### config.mk
export PLATFORM = sky130hd
export DESIGN_NAME = sync_fifo_lvl_flat
export DESIGN_NICKNAME = d
export VERILOG_FILES = /design/src/rtl/sync_fifo_lvl_if.sv /design/src/rtl/sync_fifo_lvl.sv /design/src/flat_wrapper.sv
export SDC_FILE = /design/constraint.sdc
export NUM_CORES = 2
export LEC_CHECK = 0
export BUFFER_PORTS_ARGS = -buffer_cell sky130_fd_sc_hd__buf_2
export CAP_MARGIN = 30
export CORE_UTILIZATION = 55
export DETAILED_ROUTE_END_ITERATION = 6
export PLACE_DENSITY = 0.71
export RECOVER_POWER = 25
export REMOVE_ABC_BUFFERS = 1
export SYNTH_ARGS = -nofsm -noshare
export SYNTH_HDL_FRONTEND = slang
export SYNTH_SLANG_ARGS = --single-unit
### constraint.sdc
create_clock -name Clk -period 4.4 [get_ports Clk]
set_input_delay 0.88 -clock Clk [delete_from_list [all_inputs] [get_ports Clk]]
set_output_delay 0.88 -clock Clk [all_outputs]
set_load 0.03 [all_outputs]
### src/rtl/sync_fifo_lvl_if.sv
// Handshake/data bundle for sync_fifo_lvl: flush, write, read and status outputs.
// Clock and reset are kept outside the interface as plain ports.
interface sync_fifo_lvl_if #(
  parameter int Bsize = 8,
  parameter int Asize = 8
);
  logic             nClr;
  logic             nWr;
  logic [Bsize-1:0] Din;
  logic             nRd;
  logic [Bsize-1:0] Dout;
  logic             Full;
  logic             Empty;
  logic             Almost_Full;
  logic             Almost_Empty;
  logic [Asize:0]   Level;
  logic             Overflow;
  logic             Underflow;

  modport master (
    output nClr, nWr, Din, nRd,
    input  Dout, Full, Empty, Almost_Full, Almost_Empty, Level, Overflow, Underflow
  );

  modport slave (
    input  nClr, nWr, Din, nRd,
    output Dout, Full, Empty, Almost_Full, Almost_Empty, Level, Overflow, Underflow
  );
endinterface

### src/rtl/sync_fifo_lvl.sv
// Single-clock FWFT FIFO with occupancy count, almost-full/empty thresholds and flush.
// Define FIFO_ERR_FLAGS_EN to build the sticky Overflow/Underflow registers.
module sync_fifo_lvl #(
  parameter int Bsize     = 8,
  parameter int Asize     = 8,
  parameter int Afull_Th  = 2**Asize - 4,
  parameter int Aempty_Th = 4
) (
  input  logic          Clk,
  input  logic          nRst,
  sync_fifo_lvl_if.slave bus
);
  localparam int             Dsize    = 1 << Asize;
  localparam logic [Asize:0] DSIZE_L  = (Asize+1)'(Dsize);
  localparam logic [Asize:0] AFULL_L  = (Asize+1)'(Afull_Th);
  localparam logic [Asize:0] AEMPTY_L = (Asize+1)'(Aempty_Th);
  localparam logic [Asize:0] LVL_ONE  = (Asize+1)'(1);
  localparam logic [Asize-1:0] PTR_ONE = Asize'(1);

  logic [Bsize-1:0] mem_q [Dsize];
  logic [Asize-1:0] wr_ptr_q, wr_ptr_d, rd_ptr_q, rd_ptr_d;
  logic [Asize:0]   lvl_q, lvl_d;
  logic             full_q, empty_q, afull_q, aempty_q;
  logic             wr_en, rd_en, flush;

  assign flush = ~bus.nClr;
  assign wr_en = ~bus.nWr & ~full_q;
  assign rd_en = ~bus.nRd & ~empty_q;

  always_comb begin
    wr_ptr_d = wr_ptr_q;
    rd_ptr_d = rd_ptr_q;
    lvl_d    = lvl_q;
    if (flush) begin
      wr_ptr_d = '0;
      rd_ptr_d = '0;
      lvl_d    = '0;
    end else begin
      if (wr_en) wr_ptr_d = wr_ptr_q + PTR_ONE;
      if (rd_en) rd_ptr_d = rd_ptr_q + PTR_ONE;
      if (wr_en && !rd_en)      lvl_d = lvl_q + LVL_ONE;
      else if (rd_en && !wr_en) lvl_d = lvl_q - LVL_ONE;
    end
  end

  // Storage is never reset or cleared; flush only moves the pointers.
  always_ff @(posedge Clk) begin
    if (wr_en && !flush) mem_q[wr_ptr_q] <= bus.Din;
  end

  // Flags are registered from lvl_d so they line up exactly with Level.
  always_ff @(posedge Clk or negedge nRst) begin
    if (!nRst) begin
      wr_ptr_q <= '0;
      rd_ptr_q <= '0;
      lvl_q    <= '0;
      full_q   <= 1'b0;
      empty_q  <= 1'b1;
      afull_q  <= 1'b0;
      aempty_q <= 1'b1;
    end else begin
      wr_ptr_q <= wr_ptr_d;
      rd_ptr_q <= rd_ptr_d;
      lvl_q    <= lvl_d;
      full_q   <= (lvl_d == DSIZE_L);
      empty_q  <= (lvl_d == '0);
      afull_q  <= (lvl_d >= AFULL_L);
      aempty_q <= (lvl_d <= AEMPTY_L);
    end
  end

`ifdef FIFO_ERR_FLAGS_EN
  logic ovf_q, ovf_d, udf_q, udf_d;

  // A read ignored during write-on-empty still counts as an underflow.
  always_comb begin
    ovf_d = ovf_q | (~bus.nWr & full_q);
    udf_d = udf_q | (~bus.nRd & empty_q);
    if (flush) begin
      ovf_d = 1'b0;
      udf_d = 1'b0;
    end
  end

  always_ff @(posedge Clk or negedge nRst) begin
    if (!nRst) begin
      ovf_q <= 1'b0;
      udf_q <= 1'b0;
    end else begin
      ovf_q <= ovf_d;
      udf_q <= udf_d;
    end
  end

  assign bus.Overflow  = ovf_q;
  assign bus.Underflow = udf_q;
`else
  assign bus.Overflow  = 1'b0;
  assign bus.Underflow = 1'b0;
`endif

  assign bus.Dout         = mem_q[rd_ptr_q];
  assign bus.Full         = full_q;
  assign bus.Empty        = empty_q;
  assign bus.Almost_Full  = afull_q;
  assign bus.Almost_Empty = aempty_q;
  assign bus.Level        = lvl_q;
endmodule

### src/flat_wrapper.sv
// flat-port wrapper written by rule: the top's interface ports become plain ports
module sync_fifo_lvl_flat 
#(
  parameter int Bsize     = 8,
  parameter int Asize     = 8,
  parameter int Afull_Th  = 2**Asize - 4,
  parameter int Aempty_Th = 4
)
  (Clk, nRst, bus_nClr, bus_nWr, bus_Din, bus_nRd, bus_Dout, bus_Full, bus_Empty, bus_Almost_Full, bus_Almost_Empty, bus_Level, bus_Overflow, bus_Underflow);
  sync_fifo_lvl_if #(.Bsize(Bsize), .Asize(Asize)) bus_i ();
  input  logic Clk;
  input  logic nRst;
  input wire logic [$bits(bus_i.nClr)-1:0] bus_nClr;
  input wire logic [$bits(bus_i.nWr)-1:0] bus_nWr;
  input wire logic [$bits(bus_i.Din)-1:0] bus_Din;
  input wire logic [$bits(bus_i.nRd)-1:0] bus_nRd;
  output wire logic [$bits(bus_i.Dout)-1:0] bus_Dout;
  output wire logic [$bits(bus_i.Full)-1:0] bus_Full;
  output wire logic [$bits(bus_i.Empty)-1:0] bus_Empty;
  output wire logic [$bits(bus_i.Almost_Full)-1:0] bus_Almost_Full;
  output wire logic [$bits(bus_i.Almost_Empty)-1:0] bus_Almost_Empty;
  output wire logic [$bits(bus_i.Level)-1:0] bus_Level;
  output wire logic [$bits(bus_i.Overflow)-1:0] bus_Overflow;
  output wire logic [$bits(bus_i.Underflow)-1:0] bus_Underflow;
  assign bus_i.nClr = bus_nClr;
  assign bus_i.nWr = bus_nWr;
  assign bus_i.Din = bus_Din;
  assign bus_i.nRd = bus_nRd;
  assign bus_Dout = bus_i.Dout;
  assign bus_Full = bus_i.Full;
  assign bus_Empty = bus_i.Empty;
  assign bus_Almost_Full = bus_i.Almost_Full;
  assign bus_Almost_Empty = bus_i.Almost_Empty;
  assign bus_Level = bus_i.Level;
  assign bus_Overflow = bus_i.Overflow;
  assign bus_Underflow = bus_i.Underflow;
  sync_fifo_lvl #(.Bsize(Bsize), .Asize(Asize), .Afull_Th(Afull_Th), .Aempty_Th(Aempty_Th)) u_core (.Clk(Clk), .nRst(nRst), .bus(bus_i));
endmodule
==> flow_summary.json <==
{
  "hold_class": "input pin to asynchronous set/reset pin",
  "crit_arrival_ns": 4.11,
  "setup_ws_ns": -0.5894,
  "firstDrtPassIters": 6,
  "peakVddDrop_mv": 0.4777,
  "grt_pass1_wl_um": 322800,
  "numCtsBuffers": 196,
  "synth.largest_area_cell": "edfxtp_1",
  "wl_met2_um": 105100,
  "grt_max_degree": 142,
  "violations": "capacitance limit, slew limit, setup timing",
  "met1_length_um": 82660,
  "setup_viol": 216,
  "io_pins": 36,
  "layout-drive-gt1-share_pct": 32.97,
  "cts.sinks": 2077,
  "yosysWarningCount": 0,
  "nNetsFinal": 4494,
  "worst_pin_slew_ns": 4.151,
  "routedWlPerCell_um": 35.00,
  "synth_top_area_share_pct": 75.62,
  "synth_top_family_by_area": "multiplexers",
  "yosysSeqAreaShare_pct": 76.52,
  "die_area_mm2": 0.1494,
  "nFillCells": 9118,
  "synthMuxAreaShare_pct": 14.66,
  "drc": 0,
  "finish.instance_area_mm2": 0.09590,
  "drt-initial-drc-count": 6842,
  "rsz0062_at_grt": "true",
  "avgViaCountPerCell": 6.813,
  "grt_usage_pct": 30.71,
  "post_dp_cell_area_mm2": 0.08631,
  "syn_inst": 3936,
  "cp_cell_sequence": "buf_12 -> buf_12 -> buf_16 -> buf_12 -> mux4_2 -> mux2i_2 -> o22ai_2 -> nor4_4 -> buf_4 -> o221ai_4 -> a32o_2 -> buf_6",
  "grt-ovfl-total": 0,
  "grt_pass1_vias": 43750,
  "drv_slew": 830,
  "cts_tree": "built",
  "yosys-top-cells-count": "edfxtp_1 (2048), mux4_2 (423), nor2_1 (290)",
  "synthArstFlopShare_pct": 1.396,
  "ys_seq_elements": 2077,
  "period_needed_ns": 4.989,
  "synth_compound_area_share_pct": 3.679,
  "synthTopCellsByArea": "edfxtp_1 (76%), mux4_2 (12%), mux2i_1 (2.1%), nor2_1 (1.3%), a22oi_1 (0.94%)",
  "power_density_mw_per_mm2": 485.3,
  "cp-startpoint": "u_core.rd_ptr_q[0]",
  "cp_common_cell": "buf_12",
  "ant_nets": 0,
  "synth_edf_count": 2048,
  "cts_max_level": 4,
  "maxCapViolCount": 9,
  "start_util_pct": 55.60,
  "gp_congestion": 0.9413,
  "critical_path_required_ns": 3.52,
  "end_kind": "output pin",
  "num_rows": 140,
  "synth_fa_ha_area_share_pct": 0.1200,
  "critical_path_class": "flop to output pin",
  "hpwl_um": 139100,
  "die_w_um": 386.5,
  "fmax_mhz": 200.4,
  "p_leak_nw": 30.24,
  "cp_slowest_stage_delay_ns": 0.51,
  "whs_ns": 0.5144,
  "period_share_pct": 113.4,
  "postSynthAreaPerCell_um2": 20.66,
  "rr_startpoint": "u_core.wr_ptr_q[1]",
  "portBuffers": 33,
  "cts.clk_slew.worst_paths_ns": 0.06,
  "clk_latency_ns": 0.86,
  "routed_wl_um": 229800,
  "syn2layout_area_growth_pct": 17.92,
  "yosys.area_share.simple_pct": 2.823,
  "dr_wl_met3_um": 30150,
  "cts_max_path_buffers": 3,
  "cts_root_buffer": "clkbuf_16",
  "hold_viol": 0,
  "synth_most_common_cell": "edfxtp_1",
  "cpMaxStageDelayCell": "dfrtp_4",
  "synth_cell_types": 80,
  "fp.dieH_um": 386.5,
  "netlist_area_mm2": 0.08133,
  "antenna_found_initial": 6,
  "coreArea_mm2": 0.1463,
  "status": "finished, violations left",
  "top_layer": "met5",
  "critPathMaxFanout": 8,
  "via_count": 44730,
  "synth_ff_type": "edfxtp_1",
  "finalClockSkew_ns": 0.04524,
  "slew_headroom_pct": -176.8,
  "synth_xor_area_share_pct": 0.1892,
  "start_kind": "flop"
}
## sequential cells by signal (all words and copies together), names as in the netlist
signal,cells
u_core.wr_ptr_q,8
u_core.bus.Almost_Full,1
u_core.rd_ptr_q,8
u_core.bus.Almost_Empty,1
u_core.bus.Level,9
u_core.bus.Full,1
u_core.mem_q,2048
u_core.bus.Empty,1
## cells in the final DEF (no fill, tap or decap), types with 22 or more instances in the layout
master        n
a22oi_2      42
mux2i_1     160
clkinv_2     46
buf_16       26
nor2_1      287
buf_4       423
edfxtp_1   2048
mux4_2      426
dfrtp_1      22
a22oi_1      60
buf_12       57
buf_6        27
a21oi_1      58
clkbuf_1     45
clkinv_1     45
clkbuf_16   200
nand3_1      38
nand2_1      80
## worst max-delay path: cells and delay by family, from the launching register on
| kind | cells | cell delay [ns] |
|---|---|---|
| AO/OA/AOI/OAI | 3 | 0.62 |
| buffers and inverters | 6 | 0.97 |
| flip-flops | 1 | 0.51 |
| multiplexers | 2 | 0.63 |
| AND/OR/NAND/NOR | 1 | 0.49 |
## path summary, 6_finish.rpt
path / cells after the start / to / slack, ns
max: 12 / bus_Dout[0] / -0.59
min: 1 / u_core.wr_ptr_q[4] / 0.51
max reg2reg: 8 / u_core.mem_q[237][6] / 1.21
min reg2reg: 2 / u_core.wr_ptr_q[1] / 0.61
max in group asynchronous: 1 / u_core.rd_ptr_q[2] / 2.63
min in group Clk: 3 / u_core.rd_ptr_q[5] / 0.54
## metal layers
| metal | up-vias | GRT usage, % |
|---|---|---|
| li1 | 17490 | - |
| met1 | 23270 | 41.84 |
| met2 | 3335 | 46.31 |
| met3 | 621 | 8.979 |
| met4 | 10 | 13.82 |
| met5 | - | 0 |
## cell families (layout without fill, tap and decap cells)
| family | count (synthesis) | after routing |
|---|---|---|
| fa+ha+maj | 8 | 8 |
| compound gates | 415 | 415 |
| mux | 635 | 635 |
| xor+xnor | 16 | 16 |
| other cells | 1 | 4 |
| buf+inv | 265 | 974 |
| flops | 2077 | 2077 |
| simple gates | 519 | 519 |
## what timing repair did
item	4_1_cts	5_1_grt
gates resized for setup	311	54
gates cloned	18	1
endpoints found under the hold margin	0	0
hold buffers	0	0
pin swaps	54	38
setup endpoints to repair	8	8
setup buffers	98	21
## per-stage QoR
step	power [mW]	cells	util, %	setup TNS, ns	setup slack (ns)
floorplan	26.13	3690	-	-285.33	-20.15
global placement	28.45	6064	59.00	-1.652	-0.4948
detailed placement	28.52	6066	59.01	-1.662	-0.4674
CTS	46.36	6541	65.32	-3.094	-0.4408
global route	47.62	6563	65.56	-76.07	-0.5535
finish	46.54	6565	65.56	-37.57	-0.5894
## power by group
part           internal [mW]  total [mW]  switching, mW
registers               21.8        21.9         0.0822
clock network           9.40        16.8           7.38
logic                   3.92        7.87           3.95
total                   35.1        46.5           11.4
## final cells by class
cell class	instances	area [um^2]	share of cell area [%]
multi-input cells	1595	18830	19.63
repair buffers	586	5979	6.235
flip-flops and latches	2077	62240	64.91
clock inverters	131	1239	1.292
inverters	18	73.82	0.07698
clock buffers	239	5130	5.349
diodes	2	5.005	0.005219
well taps	1917	2399	2.501
No activity file was read; power rests on OpenSTA's default activity.
